`src/rtl/dmem_access_ctrl.sv`:
```
// dmem_access_ctrl
// Carries one RV32I load or store from the MEM stage to the data-memory port.
// Store data is lane-aligned and given byte enables. The block waits for the
// memory handshake. Load data is extracted from the returned word and then
// sign- or zero-extended. Misaligned accesses and illegal funct3 values skip
// memory entirely. An access that gets no response is aborted after TIMEOUT
// cycles.
//
// Ports
//   clk, rst                 clock; asynchronous active-high reset
//   req_valid/req_ready      request handshake (accepted only while idle)
//   req_write, req_funct3    1=store / 0=load, RV32I funct3
//   req_addr, req_wdata      byte address, unaligned rs2 value
//   resp_valid               one-cycle completion pulse
//   resp_rdata, resp_error   extended load data (0 for stores/errors), error flag
//   mem_read, mem_write      memory strobes (at most one high)
//   mem_address              word address
//   mem_wdata, mem_byte_enable  lane-aligned store data and lane mask
//   mem_resp, mem_rdata      memory completion and read word
module dmem_access_ctrl #(
    parameter int TIMEOUT = 256
) (
    input  logic        clk,
    input  logic        rst,
    input  logic        req_valid,
    input  logic        req_write,
    input  logic [2:0]  req_funct3,
    input  logic [31:0] req_addr,
    input  logic [31:0] req_wdata,
    output logic        req_ready,
    output logic        resp_valid,
    output logic [31:0] resp_rdata,
    output logic        resp_error,
    output logic        mem_read,
    output logic        mem_write,
    output logic [31:0] mem_address,
    output logic [31:0] mem_wdata,
    output logic [3:0]  mem_byte_enable,
    input  logic        mem_resp,
    input  logic [31:0] mem_rdata
);

    localparam int CNT_W = $clog2(TIMEOUT);
    localparam logic [CNT_W-1:0] TMO_LAST = CNT_W'(TIMEOUT - 1);

    typedef enum logic [1:0] {IDLE, ACCESS, RESP} state_t;

    state_t           state, next_state;
    logic [CNT_W-1:0] tmo_cnt;
    logic [2:0]       op_funct3;
    logic [1:0]       op_lane;
    logic             req_legal;

    // funct3 legality plus natural alignment; byte accesses are always aligned.
    function automatic logic access_ok(input logic wr, input logic [2:0] f3,
                                       input logic [1:0] a);
        logic ok;
        case (f3)
            3'b000:  ok = 1'b1;
            3'b001:  ok = ~a[0];
            3'b010:  ok = (a == 2'b00);
            3'b100:  ok = ~wr;
            3'b101:  ok = ~wr & ~a[0];
            default: ok = 1'b0;
        endcase
        return ok;
    endfunction

    function automatic logic [3:0] store_be(input logic [2:0] f3, input logic [1:0] a);
        logic [3:0] be;
        case (f3[1:0])
            2'b00:   be = 4'b0001 << a;
            2'b01:   be = 4'b0011 << a;
            default: be = 4'b1111;
        endcase
        return be;
    endfunction

    function automatic logic [31:0] store_data(input logic [2:0] f3, input logic [1:0] a,
                                               input logic [31:0] rs2);
        logic [31:0] d;
        case (f3[1:0])
            2'b00:   d = rs2 << {a, 3'b000};
            2'b01:   d = rs2 << {a[1], 4'b0000};
            default: d = rs2;
        endcase
        return d;
    endfunction

    function automatic logic [31:0] load_extract(input logic [2:0] f3, input logic [1:0] a,
                                                 input logic [31:0] w);
        logic [31:0]        bsh, hsh, r;
        logic signed [7:0]  sb;
        logic signed [15:0] sh;
        bsh = w >> {a, 3'b000};
        hsh = w >> {a[1], 4'b0000};
        sb  = bsh[7:0];
        sh  = hsh[15:0];
        case (f3)
            3'b000:  r = 32'(sb);
            3'b001:  r = 32'(sh);
            3'b100:  r = 32'(bsh[7:0]);
            3'b101:  r = 32'(hsh[15:0]);
            default: r = w;
        endcase
        return r;
    endfunction

    assign req_legal  = access_ok(req_write, req_funct3, req_addr[1:0]);
    assign req_ready  = (state == IDLE);
    assign resp_valid = (state == RESP);

    always_ff @(posedge clk or posedge rst) begin
        if (rst) state <= IDLE;
        else     state <= next_state;
    end

    always_comb begin
        next_state = state;
        case (state)
            IDLE:    if (req_valid) next_state = req_legal ? ACCESS : RESP;
            ACCESS:  if (mem_resp || tmo_cnt == TMO_LAST) next_state = RESP;
            RESP:    next_state = IDLE;
            default: next_state = IDLE;
        endcase
    end

    // Request latch / memory strobe / response capture
    always_ff @(posedge clk or posedge rst) begin
        if (rst) begin
            tmo_cnt         <= '0;
            op_funct3       <= '0;
            op_lane         <= '0;
            mem_read        <= 1'b0;
            mem_write       <= 1'b0;
            mem_address     <= '0;
            mem_wdata       <= '0;
            mem_byte_enable <= '0;
            resp_rdata      <= '0;
            resp_error      <= 1'b0;
        end else begin
            case (state)
                IDLE: begin
                    if (req_valid) begin
                        op_funct3  <= req_funct3;
                        op_lane    <= req_addr[1:0];
                        tmo_cnt    <= '0;
                        resp_rdata <= '0;
                        resp_error <= ~req_legal;
                        // Rejected requests leave every memory-side output untouched.
                        if (req_legal) begin
                            mem_read        <= ~req_write;
                            mem_write       <= req_write;
                            mem_address     <= {req_addr[31:2], 2'b00};
                            mem_wdata       <= req_write ? store_data(req_funct3, req_addr[1:0], req_wdata) : '0;
                            mem_byte_enable <= req_write ? store_be(req_funct3, req_addr[1:0]) : 4'b0000;
                        end
                    end
                end
                ACCESS: begin
                    if (mem_resp) begin
                        mem_read   <= 1'b0;
                        mem_write  <= 1'b0;
                        resp_error <= 1'b0;
                        resp_rdata <= mem_read ? load_extract(op_funct3, op_lane, mem_rdata) : '0;
                    end else if (tmo_cnt == TMO_LAST) begin
                        mem_read   <= 1'b0;
                        mem_write  <= 1'b0;
                        resp_error <= 1'b1;
                        resp_rdata <= '0;
                    end else begin
                        tmo_cnt <= tmo_cnt + 1'b1;
                    end
                end
                default: ;
            endcase
        end
    end

endmodule

```
`config.mk`:
```
export PLATFORM = sky130hd
export DESIGN_NAME = dmem_access_ctrl
export DESIGN_NICKNAME = d
export VERILOG_FILES = /design/src/rtl/dmem_access_ctrl.sv
export SDC_FILE = /design/constraint.sdc
export NUM_CORES = 1
export LEC_CHECK = 0
export BUFFER_PORTS_ARGS = -buffer_cell sky130_fd_sc_hd__buf_2
export CORE_UTILIZATION = 50
export DETAILED_ROUTE_END_ITERATION = 12
export HOLD_SLACK_MARGIN = 0.12
export PLACE_DENSITY = 0.78
export SYNTH_ARGS = -nofsm -noshare
export SYNTH_HDL_FRONTEND = slang
export SYNTH_SLANG_ARGS = --single-unit
export TNS_END_PERCENT = 1
```
`constraint.sdc`:
```
create_clock -name clk -period 9.4 [get_ports clk]
set_clock_uncertainty 0.05 [all_clocks]
set_input_delay 1.41 -clock clk [delete_from_list [all_inputs] [get_ports clk]]
set_output_delay 1.41 -clock clk [all_outputs]
set_load 0.005 [all_outputs]
```
==> summary.txt <==
Drt
  • Via/cell ratio: between 5 and 6
  • WL/cell: 17.0 µm
  • Via count: ~5300
  • Post-DRT Antenna Nets: 0
  • Drt total wl: ~16 mm
  • Initial DRC count: around 460
  • DRC viols: 0
  • Pre-antenna DRT Iters: 5

Critical path
  • Cell chain of the critical path: buf_2 -> nor4_2 -> o21a_2 -> and3_1 -> a22o_1
  • Worst Path Required: about 9.7 ns
  • CP Capture Type: register
  • Slowest stage cell on the critical path: o21a_2
  • Buf+Inv Stages, Crit Path: 1
  • Arr. time, crit path: roughly 3.8 ns
  • Crit path kind: primary input to register
  • Worst path top cell family by delay: compound AO/OA/AOI/OAI gates
  • CP startpoint kind: primary input
  • R2R Setup Slk: 6.79 ns
  • Max stage delay on crit path: 0.87 ns
  • CP Max Fanout: between 50 and 60

Yosys
  • Area of the mapped netlist: around 0.0058 mm²
  • Seq/Total Area, Yosys: roughly half
  • Mean post-synth cell area: roughly 9.7 µm²
  • Main synth FF type: dfrtp_1
  • Distinct cells, synth: 56
  • Post-synth EDFFs: 0
  • Async SR Flop Fraction: between 90% and 100%
  • #FFs+latches synth: 116
  • Cells after synthesis: 597
  • Synth Warn #: 0

Global routing
  • Global route total overflow: 0
  • Largest net degree at the start of global routing: between 70 and 80
  • Initial antenna violation count: 0
  • First-pass GRT wire length: 25.1 mm
  • Vias in the first global route: a little over 5000
  • Total track usage: a little over a quarter

Power and ir drop
  • Pwr Density: 257 mW/mm²
  • Worst IR drop on VDD: approximately 0.00018 V
  • Leak: between 3 and 4 nW

Cells and area
  • Inserted Diodes: 0
  • Layout area overhead: 27.8%
  • Layout cells sized above 1: a little over a third
  • Post-layout instance area: 0.00740 mm²
  • Fill cells: ~860
  • Final nets: roughly 880

Run
  • Max cap viols: 0

Place
  • Post-DP HPWL: between 10 and 15 mm
  • Post-DP Area: a little under 0.007 mm²
  • IO Port Bufs: slightly above 200
  • GP Congestion: between 0.8 and 0.9

Clock network
  • PostCTS Resize Cnt: 0
  • Worst-path clk slew: around 0.050 ns
  • TritonCTS Buffers: 17
  • Clock tree buffer depth: 2
  • Worst skew pair latency: just over 0.4 ns
  • Htree depth: 4
  • Hold buffers post-CTS: 0
  • Clock Sinks: 116
  • TritonCTS clock tree: built
  • Clock Tree Root: clkbuf_16
  • Buffer count from post-CTS setup fixing: 0

Floorplan
  • Row count: 38
  • Die ar.: around 0.012 mm²
  • Core area: approximately 0.011 mm²
  • Boundary Pins: 209
  • Die width: 110 µm
  • Die Ht: about 110 µm
  • Initial Util: between 50 and 60%

Timing
  • Worst Tran Pin Value: 0.960 ns
  • Unrepaired setup endpoints after global routing: false
  • Final setup fails: 0
  • Sum Neg Setup Slack: 0 ns
  • Final worst path period share: a little under two fifths
  • Shortest period the worst path allows: between 3 and 4 ns
  • Max Clk Rate: around 290 MHz
  • Slew Limit Fails: 0
  • Endpoints failing hold: 0
  • Rel. slew slack: a little over a third

Worst hold path
  • HP Class: register to register

Status
  • Status: completed
## area by class of cell
cell class                      instances  area [µm²]  area share [%]
Sequential cell                       116        2900            39.2
Multi-Input combinational cell        427        2630            35.6
Clock inverter                         10         156            2.11
Inverter                                7        28.8           0.389
Tap cell                              140         175            2.37
Clock buffer                           21         450            6.09
Timing Repair Buffer                  209        1050            14.2
## cell usage in the layout, fill, tap and decap left out, types with 9 or more instances in the layout
cell and instances:
a21oi_1 25, a221o_1 18, a22o_1 9, and3_1 13, buf_2 206, clkbuf_16 17, dfrtp_1 116, mux2_2 18
nand2_1 154, nand2b_1 11, nor2_1 18, o21ai_0 33
## cells in the mapped netlist (all sizes together) (3+ instances only)
library cell,count,share of area [%]
nand2,154,10
dfrtp,116,50
o21ai,39,3.5
a21oi,26,2.4
buf,26,2.8
clkbuf,22,1.4
a221o,18,3.1
mux2,18,3.5
nor2,18,1.2
and3,13,1.4
nand2b,11,1.2
and2,10,1.1
a22o,9,1.4
a22oi,8,1.0
a2bb2oi,8,1.2
a31o,8,1.2
a31oi,8,0.86
a32o,8,1.4
nor4bb,8,1.4
o21bai,8,1.0
o2bb2ai,8,1.2
inv,7,0.45
o221ai,7,1.1
nand3,5,0.43
o211ai,4,0.52
nor3b,3,0.67
## flip-flops by register name, indices dropped and copies added (netlist names)
name	cells
mem_address	30
op_funct3	3
mem_byte_enable	4
mem_write	1
mem_wdata	32
resp_rdata	32
mem_read	1
resp_error	1
state	2
tmo_cnt	8
op_lane	2
## final timing paths
check / start / cells after the start / endpoint
max in group asynchronous: rst / 3 / resp_rdata[0]$_DFFE_PP0P_
worst min-delay path: mem_address[14]$_DFFE_PP0P_ / 2 / mem_address[14]$_DFFE_PP0P_
worst max register to register: state[1]$_DFFE_PP0P_ / 4 / mem_wdata[4]$_DFFE_PP0P_
min in group asynchronous: rst / 2 / mem_address[26]$_DFFE_PP0P_
worst max-delay path: req_addr[0] / 5 / mem_wdata[4]$_DFFE_PP0P_
worst min register to register: mem_address[14]$_DFFE_PP0P_ / 2 / mem_address[14]$_DFFE_PP0P_
## worst min-delay path, cell delays in order, from the launching register on
cell	delay, ns
dfrtp_1	0.33
nand2_1	0.05
nand2_1	0.05
## metal layers
metal | GRT usage [%] | part of all wire, %
met1 | 33.3 | 41
met2 | 45.5 | 48
met3 | 7.53 | 8.2
met4 | 12.0 | 2.3
met5 | 0 | 0
## per-stage QoR
stage | power (mW) | utilization, % | std cells | hold slack [ns] | setup WS [ns]
3_3_place_gp | 1.22 | 61.3 | 899 | 0.403 | 5.62
2_1_floorplan | 1.01 | - | 598 | 0.420 | 4.87
3_5_place_dp | 1.24 | 61.3 | 899 | 0.409 | 5.52
4_1_cts | 1.91 | 66.8 | 930 | 0.421 | 5.94
5_1_grt | 2.01 | 66.8 | 930 | 0.446 | 5.74
6_report | 1.90 | 66.8 | 930 | 0.421 | 5.91
## cells by family (layout without fill, tap and decap cells)
family / Yosys count / after routing / synth area share [%]
AO/OA/AOI/OAI: 167 / 167 / 21.2
XOR/XNOR: 2 / 2 / 0.303
adder cells (fa/ha/maj): 1 / 1 / 0.216
buffers and inverters: 55 / 247 / 4.67
flip-flops: 116 / 116 / 50.1
multiplexers: 21 / 21 / 4.24
other: 1 / 2 / 0.0648
AND/OR/NAND/NOR: 234 / 234 / 19.2
## power breakdown
group | switching (mW) | internal (mW) | leakage [nW]
Clock | 0.219 | 0.447 | 0.297
Combinational | 0.261 | 0.232 | 2.06
Sequential | 0.103 | 0.637 | 1.52
Note: power is estimated with default switching activity, not from simulation.
